--- config.mk ---
export PLATFORM = sky130hd
export DESIGN_NAME = periph_rx_arbiter_flat
export DESIGN_NICKNAME = d
export VERILOG_FILES = /design/src/rtl/periph_rx_arbiter_pkg.sv /design/src/rtl/periph_rx_arbiter_if.sv /design/src/rtl/periph_rx_arbiter_rr.sv /design/src/rtl/periph_rx_arbiter.sv /design/src/flat_wrapper.sv
export SDC_FILE = /design/constraint.sdc
export NUM_CORES = 1
export LEC_CHECK = 0
export CORE_UTILIZATION = 40
export CTS_CLUSTER_SIZE = 14
export DETAILED_ROUTE_END_ITERATION = 8
export GPL_ROUTABILITY_DRIVEN = 1
export PLACE_DENSITY_LB_ADDON = 0.12
export SYNTH_ARGS = -nofsm -noshare
export SYNTH_HDL_FRONTEND = slang
export SYNTH_SLANG_ARGS = --single-unit
--- constraint.sdc ---
create_clock -name clk -period 6.94 [get_ports clk]
set_clock_uncertainty 0.2 [all_clocks]
set_input_delay 1.041 -clock clk [delete_from_list [all_inputs] [get_ports clk]]
set_output_delay 1.041 -clock clk [all_outputs]
set_load 0.02 [all_outputs]
--- src/rtl/periph_rx_arbiter_pkg.sv ---
// ---------------------------------------------------------------------------
// lycan_globals
//   Shared constants and types for the peripheral return path.
//   - usb_packet_width     : width of one word travelling toward the USB bridge
//   - periph_address_width : width of the address tag carried in the top bits
//   - num_periphs          : default number of peripheral instances
//   - rx_arb_state_t       : states of the RX return-path arbiter
//   - rr_wrap()            : modular index helper for round-robin searches
// ---------------------------------------------------------------------------
package lycan_globals;

    localparam int usb_packet_width     = 32;
    localparam int periph_address_width = 4;
    localparam int num_periphs          = 4;

    typedef enum logic [1:0] {
        ARB_IDLE,
        ARB_READ,
        ARB_CAPTURE,
        ARB_SEND
    } rx_arb_state_t;

    // (base + off) mod n, used to walk requesters starting after the pointer.
    function automatic int rr_wrap(input int base, input int off, input int n);
        return (base + off) % n;
    endfunction

endpackage

--- src/rtl/periph_rx_arbiter_if.sv ---
// ---------------------------------------------------------------------------
// periph_rx_arbiter_if
//   Bundles the per-peripheral RX FIFO signals, the outgoing valid/ready
//   stream and the grant status of the RX return-path arbiter.
//   master : the arbiter (pops FIFOs, drives the stream and grant status)
//   slave  : the surroundings (FIFOs, peripherals, USB bridge)
//   Signals:
//     rx_data        per-periph FIFO dout (registered, 1-cycle read latency)
//     rx_empty       per-periph FIFO empty
//     rx_almost_full per-periph FIFO programmable-full
//     periph_ready   per-periph post-reset ready flag
//     rx_read        one-hot pop strobe
//     out_data/out_valid/out_ready  stream toward USB
//     grant_valid/grant_id          current grant status
// ---------------------------------------------------------------------------
interface periph_rx_arbiter_if
    import lycan_globals::*;
#(
    parameter int NUM_PERIPHS = num_periphs,
    parameter int DATA_W      = usb_packet_width
);
    localparam int IW = (NUM_PERIPHS > 1) ? $clog2(NUM_PERIPHS) : 1;

    logic [DATA_W-1:0]      rx_data [NUM_PERIPHS];
    logic [NUM_PERIPHS-1:0] rx_empty;
    logic [NUM_PERIPHS-1:0] rx_almost_full;
    logic [NUM_PERIPHS-1:0] periph_ready;
    logic [NUM_PERIPHS-1:0] rx_read;
    logic [DATA_W-1:0]      out_data;
    logic                   out_valid;
    logic                   out_ready;
    logic                   grant_valid;
    logic [IW-1:0]          grant_id;

    modport master (
        input  rx_data, rx_empty, rx_almost_full, periph_ready, out_ready,
        output rx_read, out_data, out_valid, grant_valid, grant_id
    );

    modport slave (
        output rx_data, rx_empty, rx_almost_full, periph_ready, out_ready,
        input  rx_read, out_data, out_valid, grant_valid, grant_id
    );

endinterface

--- src/rtl/periph_rx_arbiter_rr.sv ---
// ---------------------------------------------------------------------------
// rr_arbiter
//   Purely combinational round-robin picker.
//   Ports:
//     req       in  N   request vector
//     ptr       in  IW  index of the last winner; search starts at ptr+1
//     grant     out N   one-hot winner (zero when nothing requested)
//     grant_idx out IW  index of the winner (zero when nothing requested)
//     any       out 1   at least one request present
// ---------------------------------------------------------------------------
module rr_arbiter
    import lycan_globals::*;
#(
    parameter int N  = 4,
    parameter int IW = (N > 1) ? $clog2(N) : 1
) (
    input  logic [N-1:0]  req,
    input  logic [IW-1:0] ptr,
    output logic [N-1:0]  grant,
    output logic [IW-1:0] grant_idx,
    output logic          any
);

    logic [IW-1:0] idx;

    // Walk offsets from the far end down to 1 so that the requester closest
    // after the pointer is the last one written, i.e. the winner.
    always_comb begin
        grant     = '0;
        grant_idx = '0;
        any       = 1'b0;
        idx       = '0;
        for (int off = N; off >= 1; off--) begin
            idx = IW'(rr_wrap(int'(ptr), off, N));
            if (req[idx]) begin
                grant      = '0;
                grant[idx] = 1'b1;
                grant_idx  = idx;
                any        = 1'b1;
            end
        end
    end

endmodule

--- src/rtl/periph_rx_arbiter.sv ---
// ---------------------------------------------------------------------------
// periph_rx_arbiter
//   Shares the single USB return path among NUM_PERIPHS peripheral RX FIFOs.
//   Pops one word at a time from the granted FIFO and forwards it on a
//   valid/ready stream. Round-robin with a per-grant burst cap of MAX_BURST
//   words; peripherals whose FIFO is almost full are served first.
//   Ports:
//     clk  in  system clock
//     rst  in  asynchronous active-high reset
//     bus  master side of periph_rx_arbiter_if (FIFO pops, stream, grant)
//   One word is in flight at most: IDLE -> READ (pop) -> CAPTURE (FIFO dout
//   valid) -> SEND (hold until handshake), so beats are >= 3 cycles apart.
// ---------------------------------------------------------------------------
module periph_rx_arbiter
    import lycan_globals::*;
#(
    parameter int NUM_PERIPHS = num_periphs,
    parameter int MAX_BURST   = 4
) (
    input  logic                clk,
    input  logic                rst,
    periph_rx_arbiter_if.master bus
);

    localparam int IW = (NUM_PERIPHS > 1) ? $clog2(NUM_PERIPHS) : 1;
    localparam int BW = $clog2(MAX_BURST + 1);
    localparam int DW = usb_packet_width;

    // ---------------- request qualification ----------------
    logic [NUM_PERIPHS-1:0] eligible;
    logic [NUM_PERIPHS-1:0] urgent;

    genvar gi;
    generate
        for (gi = 0; gi < NUM_PERIPHS; gi++) begin : g_req
            assign eligible[gi] = !bus.rx_empty[gi] && bus.periph_ready[gi];
            assign urgent[gi]   = eligible[gi] && bus.rx_almost_full[gi];
        end
    endgenerate

    // ---------------- state ----------------
    rx_arb_state_t          state_reg,       state_next;
    logic [IW-1:0]          ptr_reg,         ptr_next;
    logic [BW-1:0]          beat_reg,        beat_next;
    logic [IW-1:0]          grant_id_reg,    grant_id_next;
    logic [NUM_PERIPHS-1:0] grant_oh_reg,    grant_oh_next;
    logic                   grant_valid_reg, grant_valid_next;
    logic [DW-1:0]          out_data_reg,    out_data_next;
    logic                   out_valid_reg,   out_valid_next;

    // ---------------- winner selection ----------------
    logic [NUM_PERIPHS-1:0] urg_oh,  elig_oh,  win_oh;
    logic [IW-1:0]          urg_idx, elig_idx, win_idx;
    logic                   urg_any, elig_any;

    rr_arbiter #(.N(NUM_PERIPHS), .IW(IW)) u_rr_urgent (
        .req       (urgent),
        .ptr       (ptr_reg),
        .grant     (urg_oh),
        .grant_idx (urg_idx),
        .any       (urg_any)
    );

    rr_arbiter #(.N(NUM_PERIPHS), .IW(IW)) u_rr_eligible (
        .req       (eligible),
        .ptr       (ptr_reg),
        .grant     (elig_oh),
        .grant_idx (elig_idx),
        .any       (elig_any)
    );

    // Any urgent requester is also eligible, so the urgent pick is always a
    // legal winner when present.
    assign win_oh  = urg_any ? urg_oh  : elig_oh;
    assign win_idx = urg_any ? urg_idx : elig_idx;

    // ---------------- burst continuation ----------------
    logic [BW-1:0] beat_inc;
    logic          grant_more;

    assign beat_inc   = beat_reg + BW'(1);
    // Evaluated at the handshake: the pop for the current word happened two
    // cycles earlier, so rx_empty already reflects what is left.
    assign grant_more = !bus.rx_empty[grant_id_reg] && bus.periph_ready[grant_id_reg];

    // ---------------- next-state / datapath ----------------
    always_comb begin
        state_next       = state_reg;
        ptr_next         = ptr_reg;
        beat_next        = beat_reg;
        grant_id_next    = grant_id_reg;
        grant_oh_next    = grant_oh_reg;
        grant_valid_next = grant_valid_reg;
        out_data_next    = out_data_reg;
        out_valid_next   = out_valid_reg;

        case (state_reg)
            ARB_IDLE: begin
                if (elig_any) begin
                    grant_id_next    = win_idx;
                    grant_oh_next    = win_oh;
                    grant_valid_next = 1'b1;
                    beat_next        = '0;
                    state_next       = ARB_READ;
                end
            end

            ARB_READ: begin
                state_next = ARB_CAPTURE;
            end

            ARB_CAPTURE: begin
                out_data_next  = bus.rx_data[grant_id_reg];
                out_valid_next = 1'b1;
                state_next     = ARB_SEND;
            end

            ARB_SEND: begin
                if (out_valid_reg && bus.out_ready) begin
                    out_valid_next = 1'b0;
                    out_data_next  = '0;
                    beat_next      = beat_inc;
                    if ((beat_inc < BW'(MAX_BURST)) && grant_more) begin
                        state_next = ARB_READ;
                    end else begin
                        ptr_next         = grant_id_reg;
                        grant_valid_next = 1'b0;
                        state_next       = ARB_IDLE;
                    end
                end
            end

            default: begin
                state_next = ARB_IDLE;
            end
        endcase
    end

    always_ff @(posedge clk or posedge rst) begin
        if (rst) begin
            state_reg       <= ARB_IDLE;
            ptr_reg         <= IW'(NUM_PERIPHS - 1);
            beat_reg        <= '0;
            grant_id_reg    <= '0;
            grant_oh_reg    <= '0;
            grant_valid_reg <= 1'b0;
            out_data_reg    <= '0;
            out_valid_reg   <= 1'b0;
        end else begin
            state_reg       <= state_next;
            ptr_reg         <= ptr_next;
            beat_reg        <= beat_next;
            grant_id_reg    <= grant_id_next;
            grant_oh_reg    <= grant_oh_next;
            grant_valid_reg <= grant_valid_next;
            out_data_reg    <= out_data_next;
            out_valid_reg   <= out_valid_next;
        end
    end

    // ---------------- outputs ----------------
    // The pop strobe is decoded from state so that an asynchronous reset
    // removes it in the same instant as the state register clears.
    generate
        for (gi = 0; gi < NUM_PERIPHS; gi++) begin : g_rd
            assign bus.rx_read[gi] = (state_reg == ARB_READ) && grant_oh_reg[gi];
        end
    endgenerate

    assign bus.out_data    = out_data_reg;
    assign bus.out_valid   = out_valid_reg;
    assign bus.grant_valid = grant_valid_reg;
    assign bus.grant_id    = grant_id_reg;

endmodule
--- src/flat_wrapper.sv ---
// flat-port wrapper written by rule: the top's interface ports become plain ports
module periph_rx_arbiter_flat import lycan_globals::*;
#(
    parameter int NUM_PERIPHS = num_periphs,
    parameter int MAX_BURST   = 4
)
  (clk, rst, bus_rx_data, bus_rx_empty, bus_rx_almost_full, bus_periph_ready, bus_out_ready, bus_rx_read, bus_out_data, bus_out_valid, bus_grant_valid, bus_grant_id);
  periph_rx_arbiter_if #(.NUM_PERIPHS(NUM_PERIPHS)) bus_i ();
  input  logic clk;
  input  logic rst;
  input wire logic [$bits(bus_i.rx_data)-1:0] bus_rx_data;
  input wire logic [$bits(bus_i.rx_empty)-1:0] bus_rx_empty;
  input wire logic [$bits(bus_i.rx_almost_full)-1:0] bus_rx_almost_full;
  input wire logic [$bits(bus_i.periph_ready)-1:0] bus_periph_ready;
  input wire logic [$bits(bus_i.out_ready)-1:0] bus_out_ready;
  output wire logic [$bits(bus_i.rx_read)-1:0] bus_rx_read;
  output wire logic [$bits(bus_i.out_data)-1:0] bus_out_data;
  output wire logic [$bits(bus_i.out_valid)-1:0] bus_out_valid;
  output wire logic [$bits(bus_i.grant_valid)-1:0] bus_grant_valid;
  output wire logic [$bits(bus_i.grant_id)-1:0] bus_grant_id;
  assign bus_i.rx_data = {>>{bus_rx_data}};
  assign bus_i.rx_empty = bus_rx_empty;
  assign bus_i.rx_almost_full = bus_rx_almost_full;
  assign bus_i.periph_ready = bus_periph_ready;
  assign bus_i.out_ready = bus_out_ready;
  assign bus_rx_read = bus_i.rx_read;
  assign bus_out_data = bus_i.out_data;
  assign bus_out_valid = bus_i.out_valid;
  assign bus_grant_valid = bus_i.grant_valid;
  assign bus_grant_id = bus_i.grant_id;
  periph_rx_arbiter #(.NUM_PERIPHS(NUM_PERIPHS), .MAX_BURST(MAX_BURST)) u_core (.clk(clk), .rst(rst), .bus(bus_i));
endmodule
# Word-level counts from Yosys, hierarchy flattened
# Cells that the tools add are included.
# totals
ff_bits	47
output_inout_bits	40
word_cells	137
# classes
n_addsub	5
order_cmp	11
n_eq_ne	6
muxes	72
bitwise_logic	2
n_reduce_logical	33
# op_table
cell	n
2-to-1 mux 32 bit	3
binary-select mux 32 bit (select 2 bit)	1
case mux 32 bit (2 select lines)	1
2-to-1 mux 4 bit	9
2-to-1 mux 1 bit	27
2-to-1 mux 2 bit	11
binary-select mux 1 bit (select 2 bit)	10
logical AND 1 bit	19
< comparator 2 x 3 -> 1 bit (second input constant)	5
demux 1 bit (select 2 bit)	4
greater-or-equal comparator 2 x 1 -> 1 bit (second input constant)	4
case mux 2 bit (4 select lines)	1
2-to-1 mux 3 bit	2
case mux 3 bit (2 select lines)	1
AND reduction 2 bit	3
AND reduction 3 bit	2
zero test 1 bit	5
adder 2 x 1 -> 2 bit (second input constant)	2
adder 2 bit (second input constant)	2
== test 2 bit (second input constant)	2
inequality test 2 x 1 -> 1 bit (second input constant)	2
case mux 1 bit (2 select lines)	2
AND reduction 4 bit	1
nonzero test 2 bit	2
8 further kinds	8

# Longest topological paths before layout
# logic_depth
word_depth	10
depth_mapped	11

# Cells and area by module
# A second synthesis with hierarchy kept.
# hier_totals
cells_unflattened	415
hier_area_um2	4028.9
# by_module_without_submodules
mod	n_inst	cells_per_inst	area_per_inst_um2
periph_rx_arbiter	1	266	2889.0
rr_arbiter at u_core.u_rr_eligible	1	80	600.6
rr_arbiter at u_core.u_rr_urgent	1	69	539.3

# Worst setup path after synthesis
# No wires, ideal clock.
# synth_timing
path_kind	reg-to-reg
from	register u_core.ptr_reg[1]
to	register u_core.grant_oh_reg[1]
setup_time_ns	0.131
t_arrival_ns	2.380
required_time_ns	6.609
setup_slack_ns	4.229
stages_incl_launch_ff	10
n_path_buf	3
cell_sequence	dfstp_2 -> buf_2 -> clkinv_1 -> ha_1 -> buf_2 -> buf_2 -> mux4_1 -> a221o_1 -> o21ai_1 -> a31oi_1
# synth_via
elab_chain_cells	10
word_cells_on_any_way	58
classes_between	4 x add/sub; 8 x order compare; 41 x mux; 5 x reduce/logical
# synth_rtl
item	line_no	source
from (decl)	periph_rx_arbiter.sv:43	logic [IW-1:0] ptr_reg, ptr_next;
from (signal assigned)	periph_rx_arbiter.sv:142	ptr_reg <= IW'(NUM_PERIPHS - 1);
from (signal assigned)	periph_rx_arbiter.sv:151	ptr_reg <= ptr_next;
adder 2 x 1 -> 2 bit	periph_rx_arbiter_pkg.sv:25	return (base + off) % n;
< comparator 2 x 3 -> 1 bit (not written as such) / greater-or-equal comparator 2 x 1 -> 1 bit (equally long branches)	periph_rx_arbiter_rr.sv:37	grant[idx] = 1'b1;
logical AND 1 bit (not written as such)	periph_rx_arbiter_rr.sv:37	
2-to-1 mux 1 bit (not written as such)	periph_rx_arbiter_rr.sv:37	
demux 1 bit (select 2 bit)	periph_rx_arbiter_rr.sv:37	
2-to-1 mux 4 bit (4 in series)	periph_rx_arbiter_rr.sv:35	if (req[idx]) begin
2-to-1 mux 4 bit	periph_rx_arbiter.sv:74	assign win_oh = urg_any ? urg_oh : elig_oh;
to (signal assigned)	periph_rx_arbiter.sv:154	grant_oh_reg <= grant_oh_next;
to (decl)	periph_rx_arbiter.sv:46	logic [NUM_PERIPHS-1:0] grant_oh_reg, grant_oh_next;
# Several ways; a longest one is shown, not always the timed one. The select of a mux whose other input is x is not followed.
# A chain may end at the register's enable or synchronous reset.

# Final worst setup path
# layout_timing
from	register u_core.ptr_reg[0]
to	register u_core.grant_oh_reg[2]
# The elaborated chain is that of the path after synthesis.

==> results.sh <==
export IMPL_status="completed"
export IMPL_cp_max_fo=21
export IMPL_wl_met1_um=4520
export IMPL_fmax_mhz=294
export IMPL_drive_above_1_share=0.111
export IMPL_min_path_type="register to register"
export IMPL_syn_inst=372
export IMPL_cts_hold_buffers=0
export IMPL_syn_nets=525
export IMPL_final_antenna_net_count=0
export IMPL_cts_setup_buffers=0
export IMPL_ios=183
export IMPL_htreeDepth=2
export IMPL_initial_core_util=0.415
export IMPL_path_clk_slew_ns=0.10
export IMPL_worstPathCellList="inv_6, ha_1, mux2i_1, o21ai_0, and3b_1, a21oi_1, a31oi_1"
export IMPL_die_area_um2=9480
export IMPL_n_antenna_cell=0
export IMPL_wl_met2_um=5700
export IMPL_cts_resized=0
export IMPL_ys_warn_count=0
export IMPL_cpMaxStageDelayCell="dfstp_2"
export IMPL_worstPathRequired_ns=6.96
export IMPL_max_cap_violations=0
export IMPL_synth_main_ff_cell="dfrtp_1"
export IMPL_hold_viol_final=0
export IMPL_dr_pass1_iters=4
export IMPL_relSlewSlack=0.342
export IMPL_startpoint="u_core.ptr_reg[0]"
export IMPL_tightest_slew_ns=0.985
export IMPL_slew_violations=0
export IMPL_clock_path_buffers=2
export IMPL_die_h_um=97.4
export IMPL_first_iter_violations=147
export IMPL_grt_overflow=0
export IMPL_ir_worst_vdd_uv=266
export IMPL_timing_hold_ws_ns=0.309
export IMPL_path_class="register to register"
export IMPL_grt_usage=0.231
export IMPL_r2r_slack_ns=3.54
export IMPL_largest_reg_flops=32
export IMPL_final_cell_mix="182 x clkdlybuf4s50_1, 82 x nand2_1, 49 x o21ai_0, 44 x dfrtp_1, 38 x mux4_2"
export IMPL_min_delay_start="u_core.beat_reg[0]"
export IMPL_setup_viol=0
export IMPL_min_period_ns=3.40
export IMPL_ys_seq_area_frac=0.324
export IMPL_core_um2=8760
export IMPL_critPathArrivalTime_ns=3.42
export IMPL_final_nets=692
export IMPL_slowest_delay_ns=0.85
export IMPL_ys_types=51
export IMPL_grt_pass1_wl_um=17700
export IMPL_fill_cells=762
export IMPL_cts_root_buf="clkbuf_8"
export IMPL_power_total_mw=1.98
export IMPL_critPathLaunchType="register"
export IMPL_met3_length_um=657
export IMPL_syn_area_um2=3640
export IMPL_num_rows=34
export IMPL_die_w_um=97.4
export IMPL_synth_edf_count=0
export IMPL_grt_pass1_vias=3419
export IMPL_cts_tree="yes"
export IMPL_avgSynthCellArea_um2=9.78
export IMPL_drc=0
export IMPL_synth_area_top_cells="dfrtp_1 31%, mux4_2 24%, nand2_1 8.5%, o21ai_0 6.7%, ha_1 3.4%"
export IMPL_top_layer="met4"
export IMPL_synth_top_area_frac=0.309
export IMPL_viasPerCell=5.59
export IMPL_finalSetupTns_ns=0
export IMPL_final_common_cell="clkdlybuf4s50_1"
export IMPL_clock_latency_ns=0.31
export IMPL_rsz0062_at_grt="no"
export IMPL_r2r_start="u_core.ptr_reg[0]"
export IMPL_period_share=0.490
export IMPL_antenna_found_initial=0
export IMPL_clkSinkCount=47
export IMPL_numPortBuffers=182
export IMPL_globalplace_congestion=0.872
export IMPL_crit_path_end_kind="register"
export IMPL_post_dp_hpwl_um=8670
export IMPL_p_per_area_nw_per_um2=352
export IMPL_drt_wl_total_um=11000
export IMPL_vias=3624
export IMPL_numCtsBuffers=5
export IMPL_async_flop_share=1.00
export IMPL_area_growth_pct=55.0
export IMPL_avgRoutedWirePerCell_um=17.0
export IMPL_ys_seq_elements=47
export IMPL_synth_top_area_cell="dfrtp_1"
export IMPL_p_leak_nw=2.18
export IMPL_grt_start_max_net_pins=48
cell usage after synthesis (2+ instances only):
cell and instances:
nand2_1 82, o21ai_0 49, dfrtp_1 45, mux4_2 38, clkbuf_1 16, nor2_1 16
a21oi_1 12, ha_1 10, buf_2 8, and2_1 7, inv_1 7, o21ai_1 7
nand2b_1 5, a221o_1 4, a31oi_1 4, nand3b_1 4, a21o_1 3, and3b_1 3
nand3_1 3, nor2b_1 3, nor3_1 3, o211ai_1 3, a211oi_1 2, a22oi_1 2
dfstp_2 2, mux2_1 2, mux4_1 2, nand4_1 2, nor2b_2 2, nor3b_1 2
o2111ai_1 2, o221ai_1 2, o22ai_1 2
final cells by class:
| class | count | area (um^2) | area share |
|---|---|---|---|
| multi-input cells | 290 | 2310 | 0.410 |
| repair buffers | 186 | 1850 | 0.328 |
| flip-flops and latches | 47 | 1180 | 0.209 |
| well taps | 108 | 135 | 0.0240 |
| clock buffers | 6 | 82.6 | 0.0146 |
| clock inverters | 2 | 38.8 | 0.00688 |
| inverters | 9 | 38.8 | 0.00688 |
worst paths after layout:
path	endpoint	depth (start not counted)
max	u_core.grant_oh_reg[2]	7
min	u_core.beat_reg[0]	1
max reg2reg	u_core.grant_oh_reg[2]	7
min reg2reg	u_core.beat_reg[0]	1
max in group asynchronous	u_core.bus.grant_id[0]	2
min in group asynchronous	u_core.bus.out_data[4]	2
logic make-up (layout without fill, tap and decap cells):
logic type	Yosys count	in the layout	share of synthesized area
buffers and inverters	35	203	0.0423
DFF	47	47	0.324
adders and majority gates	10	10	0.0344
xor gates and xnor gates	1	1	0.00241
AOI/OAI and AO/OA	100	100	0.166
and+or+nand+nor	136	136	0.173
muxes	43	43	0.259
worst max-delay path: cells and delay by family, from the launching register on:
kind / cells / cell delay [ns]
flops: 1 / 0.85
compound gates: 3 / 0.99
buf+inv: 1 / 0.11
simple gates: 1 / 0.32
mux: 1 / 0.17
fa+ha+maj: 1 / 0.66
stage by stage:
| stage | instance area, um^2 | setup WS (ns) | cells | utilization |
|---|---|---|---|---|
| final | 5640 | 3.54 | 648 | 0.644 |
| after global routing | 5640 | 3.20 | 648 | 0.644 |
| after CTS | 5640 | 3.57 | 648 | 0.644 |
| after detailed placement | 5520 | 3.51 | 640 | 0.630 |
| after global placement | 5520 | 3.56 | 640 | 0.630 |
| after floorplan | 3640 | 4.23 | 372 | - |
report_power, final:
group	switching [mW]	leakage [nW]	internal (mW)
sequential	0.0931	0.585	0.403
clock	0.0971	0.0618	0.119
combinational	0.664	1.54	0.609
routing by layer:
metal / up-vias / global-route usage
met1: 1747 / 0.293
li1: 1720 / -
met5: - / 0
met4: 0 / 0.0633
met3: 14 / 0.0432
met2: 143 / 0.403
Note: power is estimated with default switching activity, not from simulation.
